File: config.mk
export PLATFORM = sky130hd
export DESIGN_NAME = dmem_arbiter
export DESIGN_NICKNAME = d
export VERILOG_FILES = /design/src/rtl/dmem_arbiter.sv
export SDC_FILE = /design/constraint.sdc
export NUM_CORES = 1
export LEC_CHECK = 0
export ABC_AREA = 1
export BUFFER_PORTS_ARGS = -buffer_cell sky130_fd_sc_hd__clkbuf_2
export CORE_MARGIN = 10
export CORE_UTILIZATION = 39
export CTS_CLUSTER_SIZE = 8
export DETAILED_ROUTE_END_ITERATION = 8
export PLACE_DENSITY = 0.75
export SETUP_SLACK_MARGIN = 0.15
export SLEW_MARGIN = 20
export SYNTH_ARGS = -nofsm -noshare
export SYNTH_HDL_FRONTEND = slang
export SYNTH_SLANG_ARGS = --single-unit
File: constraint.sdc
create_clock -name clk -period 1.95 [get_ports clk]
set_input_delay 0.0975 -clock clk [delete_from_list [all_inputs] [get_ports clk]]
set_output_delay 0.0975 -clock clk [all_outputs]
set_load 0.05 [all_outputs]
File: src/rtl/dmem_arbiter.sv
// Arbitrates the single-port data memory between the CPU load/store path and the debug/loader port.
// Round-robin on ties, with a bounded debug burst lock followed by one forced CPU slot.
module dmem_arbiter #(
  parameter int unsigned ADDR_W   = 8,
  parameter int unsigned DATA_W   = 32,
  parameter int unsigned MAX_LOCK = 16
) (
  input  logic              clk,
  input  logic              reset,
  input  logic              cpu_req_i,
  input  logic              cpu_we_i,
  input  logic [ADDR_W-1:0] cpu_addr_i,
  input  logic [DATA_W-1:0] cpu_wdata_i,
  output logic              cpu_gnt_o,
  output logic              cpu_stall_o,
  output logic              cpu_rvalid_o,
  output logic [DATA_W-1:0] cpu_rdata_o,
  input  logic              dbg_req_i,
  input  logic              dbg_we_i,
  input  logic [ADDR_W-1:0] dbg_addr_i,
  input  logic [DATA_W-1:0] dbg_wdata_i,
  input  logic              dbg_lock_i,
  output logic              dbg_gnt_o,
  output logic              dbg_rvalid_o,
  output logic [DATA_W-1:0] dbg_rdata_o,
  output logic              mem_we_o,
  output logic [ADDR_W-1:0] mem_addr_o,
  output logic [DATA_W-1:0] mem_wd_o,
  input  logic [DATA_W-1:0] mem_rd_i
);

  localparam int unsigned        CNT_W   = $clog2(MAX_LOCK + 1);
  localparam logic [CNT_W-1:0]   CNT_MAX = CNT_W'(MAX_LOCK);

  typedef enum logic [1:0] {
    ST_ARB       = 2'd0,
    ST_DBG_LOCK  = 2'd1,
    ST_CPU_FORCE = 2'd2
  } st_e;

  typedef enum logic {
    OWN_CPU = 1'b0,
    OWN_DBG = 1'b1
  } own_e;

  st_e              st_q, st_d;
  own_e             owner_q, owner_d;
  logic [CNT_W-1:0] lock_cnt_q, lock_cnt_d;
  logic             cpu_gnt, dbg_gnt;
  logic             cpu_rvalid_q;
  logic             dbg_rvalid_q;
  logic [DATA_W-1:0] cpu_rdata_q;
  logic [DATA_W-1:0] dbg_rdata_q;

  // Grant decision and next state; grants are forced low while reset is held
  always_comb begin
    st_d       = st_q;
    owner_d    = owner_q;
    lock_cnt_d = lock_cnt_q;
    cpu_gnt    = 1'b0;
    dbg_gnt    = 1'b0;
    case (st_q)
      ST_ARB: begin
        if (cpu_req_i && dbg_req_i) begin
          cpu_gnt = (owner_q == OWN_DBG);
          dbg_gnt = (owner_q == OWN_CPU);
        end else begin
          cpu_gnt = cpu_req_i;
          dbg_gnt = dbg_req_i;
        end
        if (cpu_gnt) owner_d = OWN_CPU;
        if (dbg_gnt) begin
          owner_d = OWN_DBG;
          if (dbg_lock_i) begin
            lock_cnt_d = CNT_W'(1);
            st_d       = (MAX_LOCK <= 1) ? ST_CPU_FORCE : ST_DBG_LOCK;
          end
        end
      end
      ST_DBG_LOCK: begin
        dbg_gnt = dbg_req_i;
        if (dbg_gnt) lock_cnt_d = lock_cnt_q + CNT_W'(1);
        // The grant that fills the budget hands the next slot to the CPU
        if (dbg_gnt && (lock_cnt_d >= CNT_MAX)) st_d = ST_CPU_FORCE;
        else if (!dbg_lock_i)                    st_d = ST_ARB;
      end
      ST_CPU_FORCE: begin
        cpu_gnt    = cpu_req_i;
        owner_d    = OWN_CPU;
        lock_cnt_d = '0;
        st_d       = ST_ARB;
      end
      default: st_d = ST_ARB;
    endcase
    if (reset) begin
      cpu_gnt = 1'b0;
      dbg_gnt = 1'b0;
    end
  end

  // Memory port follows the granted requester, idle-zero otherwise
  always_comb begin
    mem_we_o   = 1'b0;
    mem_addr_o = '0;
    mem_wd_o   = '0;
    if (cpu_gnt) begin
      mem_we_o   = cpu_we_i;
      mem_addr_o = cpu_addr_i;
      mem_wd_o   = cpu_wdata_i;
    end else if (dbg_gnt) begin
      mem_we_o   = dbg_we_i;
      mem_addr_o = dbg_addr_i;
      mem_wd_o   = dbg_wdata_i;
    end
  end

  always_ff @(posedge clk or posedge reset) begin
    if (reset) begin
      st_q         <= ST_ARB;
      owner_q      <= OWN_DBG;
      lock_cnt_q   <= '0;
      cpu_rvalid_q <= 1'b0;
      dbg_rvalid_q <= 1'b0;
      cpu_rdata_q  <= '0;
      dbg_rdata_q  <= '0;
    end else begin
      st_q         <= st_d;
      owner_q      <= owner_d;
      lock_cnt_q   <= lock_cnt_d;
      cpu_rvalid_q <= cpu_gnt && !cpu_we_i;
      dbg_rvalid_q <= dbg_gnt && !dbg_we_i;
      if (cpu_gnt && !cpu_we_i) cpu_rdata_q <= mem_rd_i;
      if (dbg_gnt && !dbg_we_i) dbg_rdata_q <= mem_rd_i;
    end
  end

  assign cpu_gnt_o    = cpu_gnt;
  assign dbg_gnt_o    = dbg_gnt;
  assign cpu_stall_o  = cpu_req_i && !cpu_gnt;
  assign cpu_rvalid_o = cpu_rvalid_q;
  assign dbg_rvalid_o = dbg_rvalid_q;
  assign cpu_rdata_o  = cpu_rdata_q;
  assign dbg_rdata_o  = dbg_rdata_q;

endmodule

; Word level (Yosys, flattened, before mapping)
; Cells that the tools add are included.
[classes]
n_reduce_logical = 14
n_addsub = 1
eq_ne = 6
mux = 27
order_cmp = 1
bitwise = 1
[ops]
columns = cell, count
row1 = 2-to-1 mux 32 bit, 2
row2 = 2-to-1 mux 5 bit, 4
row3 = 2-to-1 mux 8 bit, 2
row4 = case mux 5 bit (3 select lines), 1
row5 = 2-to-1 mux 1 bit, 10
row6 = 2-to-1 mux 2 bit, 4
row7 = != test 3 bit (second input constant), 2
row8 = case mux 1 bit (2 select lines), 3
row9 = AND reduction 3 bit, 2
row10 = adder 5 x 1 -> 5 bit (second input constant), 1
row11 = >= comparator 5 bit (second input constant), 1
row12 = logical AND 1 bit, 5
row13 = != test 2 bit (second input constant), 2
row14 = case mux 2 bit (2 select lines), 1
row15 = zero test 1 bit, 3
row16 = nonzero test 3 bit, 1
row17 = == test 2 x 1 -> 1 bit (second input constant), 1
row18 = == test 2 bit (second input constant), 1
row19 = zero test 2 bit, 1
row20 = AND reduction 2 bit, 1
row21 = nonzero test 2 bit, 1
row22 = inverter 1 bit, 1
[totals]
word_cells = 57
in_bits = 119
output_inout_bits = 110
reg_bits = 74

; Longest topological paths before layout
; Gate-level depths: netlist of run 1.
[depth]
ltp_word = 7
ltp_mapped = 8
ltp_nobuf = 7

; Worst setup path after synthesis of run 1
; Ideal clock, no wire load.
[synth_path]
path_type = reg-to-output
from = register st_q[1]
to = output port cpu_stall_o
path_stages_with_launch = 7
arrival_ns = 1.714
path_buffers = 1
required_ns = 1.852
setup_slack_ns = 0.139
cell_sequence = dfrtp_1 -> inv_2 -> nand3_2 -> nand2_4 -> inv_2 -> buf_2 -> nor2_1
[synth_via]
elab_chain_len = 5
elab_cells_between_ends = 6
classes_between = eq/ne (1) / mux (2) / reduce/logical (3)
[synth_lines]
columns = item, line_no
row1 = "start, declared", 46  ; st_e st_q, st_d;
row2 = "start signal, assigned", 127  ; st_q <= st_d;
row3 = == test 2 bit / zero test 2 bit (equally long branches), 62  ; case (st_q)
row4 = case mux 1 bit (2 select lines) *, 62
row5 = 2-to-1 mux 1 bit *, 95  ; if (reset) begin
row6 = via cpu_gnt_o, 14  ; output logic cpu_gnt_o,
row7 = zero test 1 bit *, 139  ; assign cpu_stall_o = cpu_req_i && !cpu_gnt;
row8 = logical AND 1 bit *, 139
row9 = "end, declared", 15  ; output logic cpu_stall_o,
; Mark *: on every way through the listed nets, which the timed path passes. The rest lies on a longest branch.

; Worst setup path after layout of run 1
[layout_path]
from = register st_q[1]
to = output port mem_wd_o[27]
[layout_via]
elab_chain_len = 5
elab_cells_between_ends = 9
classes_between = eq/ne (2) / mux (6) / reduce/logical (1)
[layout_lines]
columns = item, line_no
row1 = == test 2 x 1 -> 1 bit / zero test 2 bit (equally long branches), 62
row2 = case mux 1 bit (2 select lines), 62
row3 = 2-to-1 mux 1 bit, 95
row4 = 2-to-1 mux 32 bit, 110  ; end else if (dbg_gnt) begin
row5 = 2-to-1 mux 32 bit *, 106  ; if (cpu_gnt) begin
row6 = "end, declared", 28  ; output logic [DATA_W-1:0] mem_wd_o,
; Mark *: on every way between the ends. The rest lies on a longest branch, timed or not.

==> summary.md, run 1 <==
| Metric | Value |
|---|---|
| Status | `completed` |
| First-pass GRT wire length | `25.0 mm` |
| Clock-pin slew on the worst setup and hold paths | `0.07 ns` |
| CP required | `1.85 ns` |
| Final nets | `876` |
| CTS sink cnt | `74` |
| Deepest level of the CTS H-tree | `3` |
| Routability cong. | `0.846` |
| Mapped Avg Cell Area | `7.56 sq um` |
| Synth warnings | `0` |
| Met2 Routed Length | `8.25 mm` |
| Area of the mapped netlist | `3710 sq um` |
| Grt total ovfl | `0` |
| Final Setup Violations | `0` |
| Fmax | `574 MHz` |
| CP Max Fanout | `11` |
| Drt via density | `4.95` |
| Largest net degree at the start of global routing | `75` |
| TritonCTS clock tree | `yes` |
| DRT antenna net count | `0` |
| Sw power | `3.20 mW` |
| DR top layer | `met4` |
| Comb power frac | `46.9%` |
| Worst Clk Skew | `0.00471 ns` |
| Met3 WL | `1.32 mm` |
| Vias in the first global route | `4452` |
| Die Y | `118 um` |
| 1st-iter DRT viols | `407` |
| Drt wl/cell | `18.3 um` |
| Routed WL | `16.3 mm` |
| Clk pwr share | `22.9%` |
| Ys flop type | `dfrtp_1` |
| CP delay by family, top | `buffers and inverters` |
| Synth top area share | `49.2%` |
| Max cap viols | `0` |
| Clock Tree Buf Depth | `2` |
| Slowest stage delay, CP | `0.45 ns` |
| Clk Latency, worst-skew pair | `0.34 ns` |
| Relative slew slack | `64.2%` |
| Data arrival time of the critical path | `1.65 ns` |
| Cell mode on critical path | `buf_12` |
| Sequential area share after synthesis | `49.9%` |
| Period Utilization, post-route | `89.4%` |
| Die Width | `118 um` |
| Pre-CTS setup slack | `0.318 ns` |
| Met1 wire length | `6.23 mm` |
| Post-route cell area | `6560 sq um` |
| Post-synth EDFFs | `0` |
| Drt drc | `0` |
| Initial antenna violation count | `1` |
| Gr usage total | `22.2%` |
| Count leader, synth | `nand2_1` |
| Syn Inst Count | `491` |
| Share of layout cells above drive strength 1 | `43.1%` |
| Die Area | `13800 sq um` |
| Synth area leaders | `dfrtp_1 49%, nand2_1 28%, o21ai_0 8.8%` |
| Slew Viols, Final | `0` |
| Initial Util | `40.2%` |
| Flops & latches, synth | `74` |
| Asr flop ratio synth | `100%` |
| Std cell rows | `35` |
| Post-DP HPWL | `11.3 mm` |
| Leakage | `3.52 nW` |
| Crit path kind | `reg2out` |
| Worst path buffer plus inverter count | `4` |
| Peak supply drop | `884 uV` |
| Total I/O pin count | `229` |
| Via count | `4410` |
| RSZ-0062 raised after global routing | `true` |
| Setup slack after layout | `0.207 ns` |
| Final hold violation count | `0` |
| Placed Area | `5580 sq um` |
| Slowest-stage cell, CP | `dfrtp_2` |
| Worst hold path type | `in2reg` |
| FILL cells | `694` |
| P per Cell Area | `1090 nW/um^2` |
| Library cells used by synthesis | `29` |
| Iteration count of the initial detailed-routing pass | `5` |
| Synthesized Nets | `611` |
| Area leader, netlist | `dfrtp_1` |
| Slew @ Worst Pin | `0.536 ns` |
| Root Buffer | `clkbuf_8` |
| Tmin final | `1.74 ns` |
| I/O Buffers | `228` |
| Switching part of the total power | `44.6%` |
| Startpoint types | `flop` |
| Num CTS Buffers | `9` |
| Setup TNS Final | `0 ns` |
| Sequential power share | `30.3%` |
| Commonest cells post-synth | `273 x nand2_1, 73 x dfrtp_1, 65 x o21ai_0` |
| Core Footprint | `9240 sq um` |
| P&R area growth vs syn | `76.6%` |
| Setup crit end kind | `primary output` |
| P_int | `3.97 mW` |
| Worst path cell trace | `inv_2 -> nand3_2 -> nand2_4 -> clkinv_8 -> buf_12 -> nand2_1 -> nand2_2 -> buf_12` |
worst reg2reg max path, cell delays in order (launching register included):
cell,delay (ns)
dfrtp_2,0.45
nor3_4,0.15
nand2_4,0.09
buf_4,0.20
nor2_8,0.44
nand2_1,0.13
nand2_1,0.10
cell type report:
type | count | area [sq um] | area share (%)
Clock buffer | 12 | 165 | 2.52
Tap cell | 129 | 161 | 2.46
Timing Repair Buffer | 282 | 2450 | 37.4
Sequential cell | 74 | 1860 | 28.3
Multi-Input combinational cell | 376 | 1730 | 26.4
Clock inverter | 4 | 120 | 1.83
Inverter | 13 | 70.1 | 1.07
Antenna cell | 1 | 2.50 | 0.0382
placed cells by master (no fill, tap or decap), types with 2 or more instances in the layout:
master	instances
nand4_1	2
nand2_2	44
buf_16	4
clkbuf_16	3
nand2_1	237
dfrtp_2	2
nand3_1	3
o21ai_0	65
nor3_4	2
buf_12	46
bufinv_16	4
nand2_4	2
dfrtp_1	71
nor2_1	6
clkbuf_8	12
clkbuf_2	185
inv_2	4
nand3_2	2
inv_1	6
buf_4	10
a21oi_1	2
dlygate4sd3_1	33
xnor2_1	3
cell families (layout without fill, tap and decap cells):
logic type	after synthesis	after routing	synth area share (%)
buffers and inverters	41	311	6.20
other	0	1	0
AND/OR/NAND/NOR	301	301	33.0
XOR/XNOR	4	4	0.944
AO/OA/AOI/OAI	70	70	9.61
adder cells (fa/ha/maj)	1	1	0.337
flip-flops	74	74	49.9
sequential cells by signal, summed over array words and instances (netlist names):
| signal | flops |
|---|---|
| dbg_rvalid_o | 1 |
| cpu_rvalid_o | 1 |
| cpu_rdata_o | 32 |
| lock_cnt_q | 5 |
| dbg_rdata_o | 32 |
| st_q | 2 |
| owner_q | 1 |
routing by layer:
| layer | global-route usage, % | vias to the layer above |
|---|---|---|
| met3 | 5.66 | 31 |
| met1 | 25.2 | 2071 |
| met2 | 39.3 | 245 |
| li1 | - | 2063 |
| met5 | 0 | - |
| met4 | 7.57 | 0 |
power groups by stage:
stage | Combinational, mW | Sequential (mW) | Clock [mW]
3_5_place_dp | 3.19 | 2.19 | 0
6_report | 3.36 | 2.17 | 1.64
2_1_floorplan | 0.879 | 3.38 | 0
4_1_cts | 3.32 | 2.17 | 1.67
5_1_grt | 3.55 | 2.22 | 1.74
3_3_place_gp | 3.15 | 2.16 | 0
worst paths after layout:
path	start	to	slack, ns	depth (start not counted)
max	st_q[1]	mem_wd_o[27]	0.21	8
min	dbg_lock_i	st_q[0]	0.02	3
max reg2reg	st_q[1]	dbg_rdata_o[30]	0.33	6
min reg2reg	cpu_rdata_o[7]	cpu_rdata_o[7]	0.50	2
max in group asynchronous	reset	cpu_rdata_o[11]	1.12	4
min in group asynchronous	reset	lock_cnt_q[0]	0.49	4
through the flow:
step	total power [mW]	hold WS (ns)	util, %	std cells
floorplan	4.26	0.209	-	491
global placement	5.31	0.302	60.4	828
detailed placement	5.38	0.304	60.4	828
CTS	7.16	0.0177	69.0	884
global route	7.51	0.0289	70.9	891
finish	7.17	0.0246	70.9	891
timing repair:
| item | in CTS | in global routing |
|---|---|---|
| buffers inserted | 3 | 2 |
| pin swaps | 5 | 1 |
| hold buffers | 33 | 0 |
| hold endpoints to repair | 134 | 0 |
| endpoints found under the setup margin | 44 | 42 |
| gates cloned | 4 | 4 |
| gates resized for setup | 25 | 28 |
Power figures use the tool's default switching activity.
==> run 2, diff against run 1 <==
clock period = 1.4 ns   (was 1.95 ns; I/O delays follow)
==> summary.md, run 2 (synthesized netlist as in run 1, its figures left out) <==
| Metric | Value |
|---|---|
| Grt total ovfl | `0 (unchanged)` |
| Deepest level of the CTS H-tree | `3 (unchanged)` |
| Initial Util | `40.2% (unchanged)` |
| Worst path buffer plus inverter count | `4 (unchanged)` |
| Worst R2R End | `cpu_rdata_o[8]` |
| Via count | `4834 (+9.6%)` |
| Leading cell type in the layout, fill and taps excluded | `clkbuf_2` |
| Largest net degree at the start of global routing | `32 (-57%)` |
| Drt wl/cell | `21.2 um (+16%)` |
| CTS sink cnt | `74 (unchanged)` |
| Share of layout cells above drive strength 1 | `58.7% (+16 points)` |
| Hold path startpoint | `dbg_lock_i` |
| Gr usage total | `24.9% (+2.7 points)` |
| Max cap viols | `0 (unchanged)` |
| Reg2reg setup slack | `-0.34 ns (-0.67 ns)` |
| Routability cong. | `0.829 (-2.0%)` |
| Failing checks | `setup timing` |
| Fmax | `554 MHz` |
| Worst Clk Skew | `0.0104 ns (+0.00573 ns)` |
| Data arrival time of the critical path | `1.74 ns (+0.09 ns)` |
| Hold path cells | `3 (unchanged)` |
| CP Max Fanout | `6 (-5)` |
| P_int | `5.10 mW (+28%)` |
| Routed WL | `19.6 mm (+21%)` |
| Switching part of the total power | `49.2% (+4.6 points)` |
| Cell mode on critical path | `nand2_4` |
| Die Width | `118 um (unchanged)` |
| Worst reg-to-reg path cell count | `10 (+4)` |
| Worst R2R Start | `owner_q` |
| Core Footprint | `9240 sq um (unchanged)` |
| P&R area growth vs syn | `108%` |
| Status | `finished, violations left` |
| Leakage | `3.98 nW (+13%)` |
| Crit path kind | `reg2out` |
| Sw power | `4.94 mW (+55%)` |
| Startpoint types | `flop` |
| Slew @ Worst Pin | `0.779 ns (+0.242 ns)` |
| Period Utilization, post-route | `129%` |
| Clk Latency, worst-skew pair | `0.35 ns (about the same)` |
| I/O Buffers | `228 (unchanged)` |
| RSZ-0062 raised after global routing | `true` |
| Total Power | `10.0 mW (+40%)` |
| First-pass GRT wire length | `27.9 mm (+11%)` |
| Slowest-stage cell, CP | `dfstp_2` |
| Worst hold path type | `in2reg` |
| FILL cells | `497 (-28%)` |
| CP delay by family, top | `flip-flops` |
| Total I/O pin count | `229 (unchanged)` |
| Number of cells on the critical path | `8 (unchanged)` |
| Setup slack after layout | `-0.406 ns (-0.613 ns)` |
| Drt drc | `0 (unchanged)` |
| Relative slew slack | `48.1% (-16 points)` |
| Vias in the first global route | `4898 (+10%)` |
| Num CTS Buffers | `9 (unchanged)` |
| Final Setup Violations | `109 (+109)` |
| Worst path cell trace | `inv_2 -> nand3_2 -> nand2_4 -> inv_8 -> buf_16 -> nand2_1 -> nand2_4 -> buf_12` |
| Peak supply drop | `1100 uV (+25%)` |
| DRT antenna net count | `0 (unchanged)` |
| Clk pwr share | `15.3% (-7.6 points)` |
| Slowest stage delay, CP | `0.58 ns (+0.13 ns)` |
| Placed Area | `6180 sq um (+11%)` |
| Post-DP HPWL | `12.2 mm (+8.3%)` |
| Iteration count of the initial detailed-routing pass | `5 (unchanged)` |
| Final hold violation count | `0 (unchanged)` |
| 1st-iter DRT viols | `428 (+5.2%)` |
| P per Cell Area | `1300 nW/um^2 (+19%)` |
| Setup TNS Final | `-29.67 ns (-29.67 ns)` |
| Drt via density | `5.21 (+5.4%)` |
| Die Area | `13800 sq um (unchanged)` |
| Slew Viols, Final | `0 (unchanged)` |
| Commonest non-fill, non-tap cells in the layout | `184 x clkbuf_2, 163 x nand2_1, 70 x dfrtp_1` |
| Root Buffer | `clkbuf_8` |
| TritonCTS clock tree | `yes` |
| Die Y | `118 um (unchanged)` |
| Tmin final | `1.81 ns` |
| Sequential power share | `30.9% (+0.6 points)` |
| Clock Tree Buf Depth | `2 (unchanged)` |
| Final nets | `911 (+4.0%)` |
| Pre-CTS setup slack | `-0.0839 ns (-0.402 ns)` |
| Clock-pin slew on the worst setup and hold paths | `0.08 ns (about the same)` |
| Initial antenna violation count | `2 (+1)` |
| Hold endpoint | `st_q[0]` |
| Post-route cell area | `7720 sq um (+18%)` |
| Comb power frac | `53.8% (+6.9 points)` |
| CP required | `1.33 ns (-0.52 ns)` |
| Setup crit end kind | `primary output` |
| Std cell rows | `35 (unchanged)` |
[run 2: cell count changes in the layout (fill, tap and decap cells not counted), moves of 3 or more]
| cell | previous run | this run |
|---|---|---|
| nand2_2 | 44 | 56 |
| nand2_1 | 237 | 163 |
| o21ai_0 | 65 | 33 |
| nor2_4 | 1 | 6 |
| buf_6 | 1 | 11 |
| o21ai_1 | 0 | 5 |
| buf_12 | 46 | 59 |
| o21ai_4 | 0 | 3 |
| buf_4 | 10 | 13 |
| clkinvlp_4 | 1 | 5 |
| nand2_4 | 2 | 58 |
| bufinv_16 | 4 | 0 |
| nand2_8 | 0 | 6 |
| o21ai_2 | 0 | 24 |
[run 2: power by group through the flow]
stage	clock network (mW)	registers, mW	logic (mW)
3_5_place_dp	0	3.05	4.72
6_report	1.54	3.11	5.40
5_1_grt	1.66	3.15	5.65
4_1_cts	1.55	3.05	5.06
3_3_place_gp	0	3.02	4.62
2_1_floorplan	0	4.71	1.39
[run 2: cell type report]
class / instances / area [sq um] / share of cell area [%]
repair buffers: 313 / 2960 / 38.3
multi-input cells: 379 / 2480 / 32.1
flip-flops and latches: 74 / 1860 / 24.0
well taps: 129 / 161 / 2.09
clock buffers: 11 / 141 / 1.83
inverters: 13 / 72.6 / 0.940
clock inverters: 5 / 38.8 / 0.502
repair inverters: 1 / 11.3 / 0.146
diodes: 2 / 5.00 / 0.0648
[run 2: worst register-to-register path, cell delays in order (launching register included)]
cell,delay (ns)
dfstp_2,0.58
inv_2,0.06
nand3_2,0.08
nand2_4,0.11
buf_4,0.18
buf_6,0.13
nor2_4,0.13
buf_6,0.12
buf_12,0.12
nand2_1,0.08
nand2_1,0.09
[run 2: worst max-delay path by stage]
stage / endpoint / slack, ns / from
after floorplan: mem_addr_o[2] / 0.04 / st_q[0]
after global placement: dbg_rdata_o[10] / -0.03 / st_q[1]
after detailed placement: dbg_rdata_o[15] / -0.08 / st_q[1]
after CTS: mem_wd_o[7] / -0.35 / owner_q
after global routing: mem_wd_o[25] / -0.45 / owner_q
final: mem_wd_o[23] / -0.41 / owner_q
[run 2: stage by stage]
step | instances | hold WS, ns | utilization (%)
6_report | 927 | 0.0206 | 83.6
5_1_grt | 927 | 0.0167 | 83.6
4_1_cts | 912 | 0.00117 | 78.3
3_5_place_dp | 843 | 0.178 | 66.9
3_3_place_gp | 843 | 0.167 | 66.9
2_1_floorplan | 491 | 0.181 | -
[run 2: timing repair]
action                                  4_1_cts  5_1_grt
buffers inserted                             11        5
resized for setup                           116       80
endpoints found under the setup margin      111      116
gates cloned                                  8        8
pin swaps                                    16       34
endpoints found under the hold margin        78        0
hold buffers                                 34        0
[run 2: routing by layer]
metal / part of all wire (%) / routed length, um / vias up / global-route usage (%)
met2: 52 / 10200 / 290 / 44.3
met3: 7.4 / 1450 / 68 / 6.57
met4: 4.0 / 782 / 0 / 10.4
li1: - / - / 2154 / -
met1: 37 / 7190 / 2322 / 27.2
met5: 0 / 0 / - / 0
==> run 3, diff against run 2 <==
CORE_MARGIN = 4   (was 10)
==> summary.md, run 3 (synthesized netlist as in run 1, its figures left out) <==
| Metric | Value |
|---|---|
| I/O Buffers | `228 (unchanged)` |
| Vias in the first global route | `4980 (+1.7%)` |
| Largest net degree at the start of global routing | `43 (+34%)` |
| Initial antenna violation count | `0 (-2)` |
| CP required | `1.33 ns (about the same)` |
| Slew @ Worst Pin | `0.952 ns (+0.174 ns)` |
| Slew Viols, Final | `0 (unchanged)` |
| Switching part of the total power | `47.1% (-2.1 points)` |
| Worst R2R End | `dbg_rdata_o[19]` |
| Leakage | `3.90 nW (-2.1%)` |
| Period Utilization, post-route | `130% (+0.78 points)` |
| Leading cell type in the layout, fill and taps excluded | `clkbuf_2` |
| Worst setup path start | `owner_q` |
| Post-route cell area | `7550 sq um (-2.2%)` |
| Root Buffer | `clkbuf_8` |
| Commonest non-fill, non-tap cells in the layout | `184 x clkbuf_2, 152 x nand2_1, 76 x nand2_2` |
| Core Footprint | `9240 sq um (unchanged)` |
| First-pass GRT wire length | `26.6 mm (-4.7%)` |
| Post-DP HPWL | `10.2 mm (-17%)` |
| Clk Latency, worst-skew pair | `0.33 ns (-0.02 ns)` |
| Deepest level of the CTS H-tree | `3 (unchanged)` |
| Clock-pin slew on the worst setup and hold paths | `0.08 ns (about the same)` |
| Fmax | `550 MHz (-0.60%)` |
| Gr usage total | `30.2% (+5.4 points)` |
| Worst reg-to-reg path cell count | `9 (-1)` |
| Die Width | `106 um (-10%)` |
| Sw power | `4.80 mW (-3.0%)` |
| FILL cells | `512 (+3.0%)` |
| Routed WL | `18.6 mm (-5.3%)` |
| Die Area | `11100 sq um (-19%)` |
| Comb power frac | `51.8% (-2.0 points)` |
| Iteration count of the initial detailed-routing pass | `5 (unchanged)` |
| Tmin final | `1.82 ns (+0.0110 ns)` |
| TritonCTS clock tree | `yes` |
| CTS sink cnt | `74 (unchanged)` |
| 1st-iter DRT viols | `297 (-31%)` |
| P_int | `5.39 mW (+5.6%)` |
| Worst Clk Skew | `0.0113 ns (+0.000836 ns)` |
| Crit path kind | `reg2out` |
| Status | `finished, violations left` |
| Worst hold path type | `in2reg` |
| Reg2reg setup slack | `-0.30 ns (+0.04 ns)` |
| RSZ-0062 raised after global routing | `true` |
| Grt total ovfl | `0 (unchanged)` |
| Via count | `4789 (-0.93%)` |
| Initial Util | `40.2% (unchanged)` |
| Startpoint types | `flop` |
| Sequential power share | `30.2% (-0.7 points)` |
| DRT antenna net count | `0 (unchanged)` |
| Relative slew slack | `36.5% (-12 points)` |
| P per Cell Area | `1350 nW/um^2 (+3.7%)` |
| Total I/O pin count | `229 (unchanged)` |
| Peak supply drop | `1190 uV (+7.6%)` |
| Std cell rows | `35 (unchanged)` |
| Drt via density | `5.21 (about the same)` |
| Num CTS Buffers | `9 (unchanged)` |
| Drt drc | `0 (unchanged)` |
| Pre-CTS setup slack | `-0.203 ns (-0.119 ns)` |
| Critical Path End | `mem_wd_o[15]` |
| Share of layout cells above drive strength 1 | `58.6% (-0.061 points)` |
| Setup crit end kind | `primary output` |
| Final Setup Violations | `110 (+0.92%)` |
| Drt wl/cell | `20.2 um (-4.5%)` |
| Clock Tree Buf Depth | `2 (unchanged)` |
| Placed Area | `5840 sq um (-5.6%)` |
| Final nets | `905 (-0.66%)` |
| Worst R2R Start | `st_q[1]` |
| Cells after DPL | `843 (unchanged)` |
| N_diodes | `0 (-2)` |
| Max cap viols | `0 (unchanged)` |
| CP Max Fanout | `14 (+8)` |
| Setup TNS Final | `-31.49 ns (-1.83 ns)` |
| Setup slack after layout | `-0.417 ns (-0.0110 ns)` |
| Final hold violation count | `0 (unchanged)` |
| Data arrival time of the critical path | `1.75 ns (about the same)` |
| Non-Filler Instances | `919 (-0.86%)` |
| Clk pwr share | `18.0% (+2.7 points)` |
| Routability cong. | `0.871 (+5.1%)` |
| Die Y | `106 um (-10%)` |
| P&R area growth vs syn | `103%` |
| Failing checks | `setup timing` |
run 3: changes by cell type in the layout (fill, tap and decap cells not counted), sizes merged:
cell	change
buf	-19
clkbuf	+15
diode	-2
clkinv	+2
bufinv	+2
dlygate4sd3	-1
clkinvlp	-4
inv	-1
run 3: worst min path at each step:
stage,from,cells after the start,endpoint
after floorplan,mem_rd_i[0],2,dbg_rdata_o[0]
after global placement,reset,3,lock_cnt_q[3]
after detailed placement,reset,3,st_q[0]
after CTS,dbg_lock_i,3,st_q[0]
after global routing,dbg_lock_i,3,st_q[0]
final,dbg_lock_i,3,st_q[0]
run 3: what timing repair did:
action	in CTS	in global routing
setup endpoints to repair	113	116
hold buffers	33	0
pin swaps	8	26
resized for setup	165	77
setup buffers	10	8
hold endpoints to repair	137	0
gates cloned	7	2
run 3: stage by stage:
| stage | hold slack, ns | total power, mW | util, % |
|---|---|---|---|
| final | 0.0400 | 10.2 | 81.7 |
| after global routing | 0.00945 | 10.6 | 81.7 |
| after CTS | 0.0206 | 9.82 | 78.5 |
| after detailed placement | 0.288 | 7.48 | 63.2 |
| after global placement | 0.275 | 7.37 | 63.2 |
| after floorplan | 0.181 | 6.09 | - |
run 3: cell type report:
type                    count  area [sq um]  share of cell area (%)
clock buffers              11           141                    1.87
clock inverters             5          78.8                    1.04
inverters                  13          67.6                   0.895
multi-input cells         379          2410                    31.9
flip-flops and latches     74          1860                    24.6
well taps                 129           161                    2.14
repair buffers            308          2830                    37.5
run 3: routing by layer:
layer / share of wire [%] / vias to the layer above / wire length, um / global-route usage [%]
met4: 5.1 / 0 / 945 / 11.2
met5: 0 / - / 0 / 0
li1: - / 2126 / - / -
met2: 53 / 269 / 9930 / 56.8
met3: 6.9 / 75 / 1290 / 7.90
met1: 35 / 2319 / 6440 / 32.2
run 3: power groups by stage:
stage          sequential, mW  combinational [mW]  clock [mW]
2_1_floorplan            4.71                1.39           0
3_3_place_gp             3.02                4.36           0
3_5_place_dp             3.05                4.44           0
4_1_cts                  3.04                4.94        1.85
5_1_grt                  3.14                5.52        1.97
6_report                 3.07                5.27        1.84
run 3: critical path: stages, from the launching register on:
cell and delay, ns:
dfstp_2 0.58, nand3_2 0.14, nand2_4 0.12, inv_6 0.06, buf_12 0.16, nand2_1 0.11, nand2_4 0.06, clkbuf_16 0.17
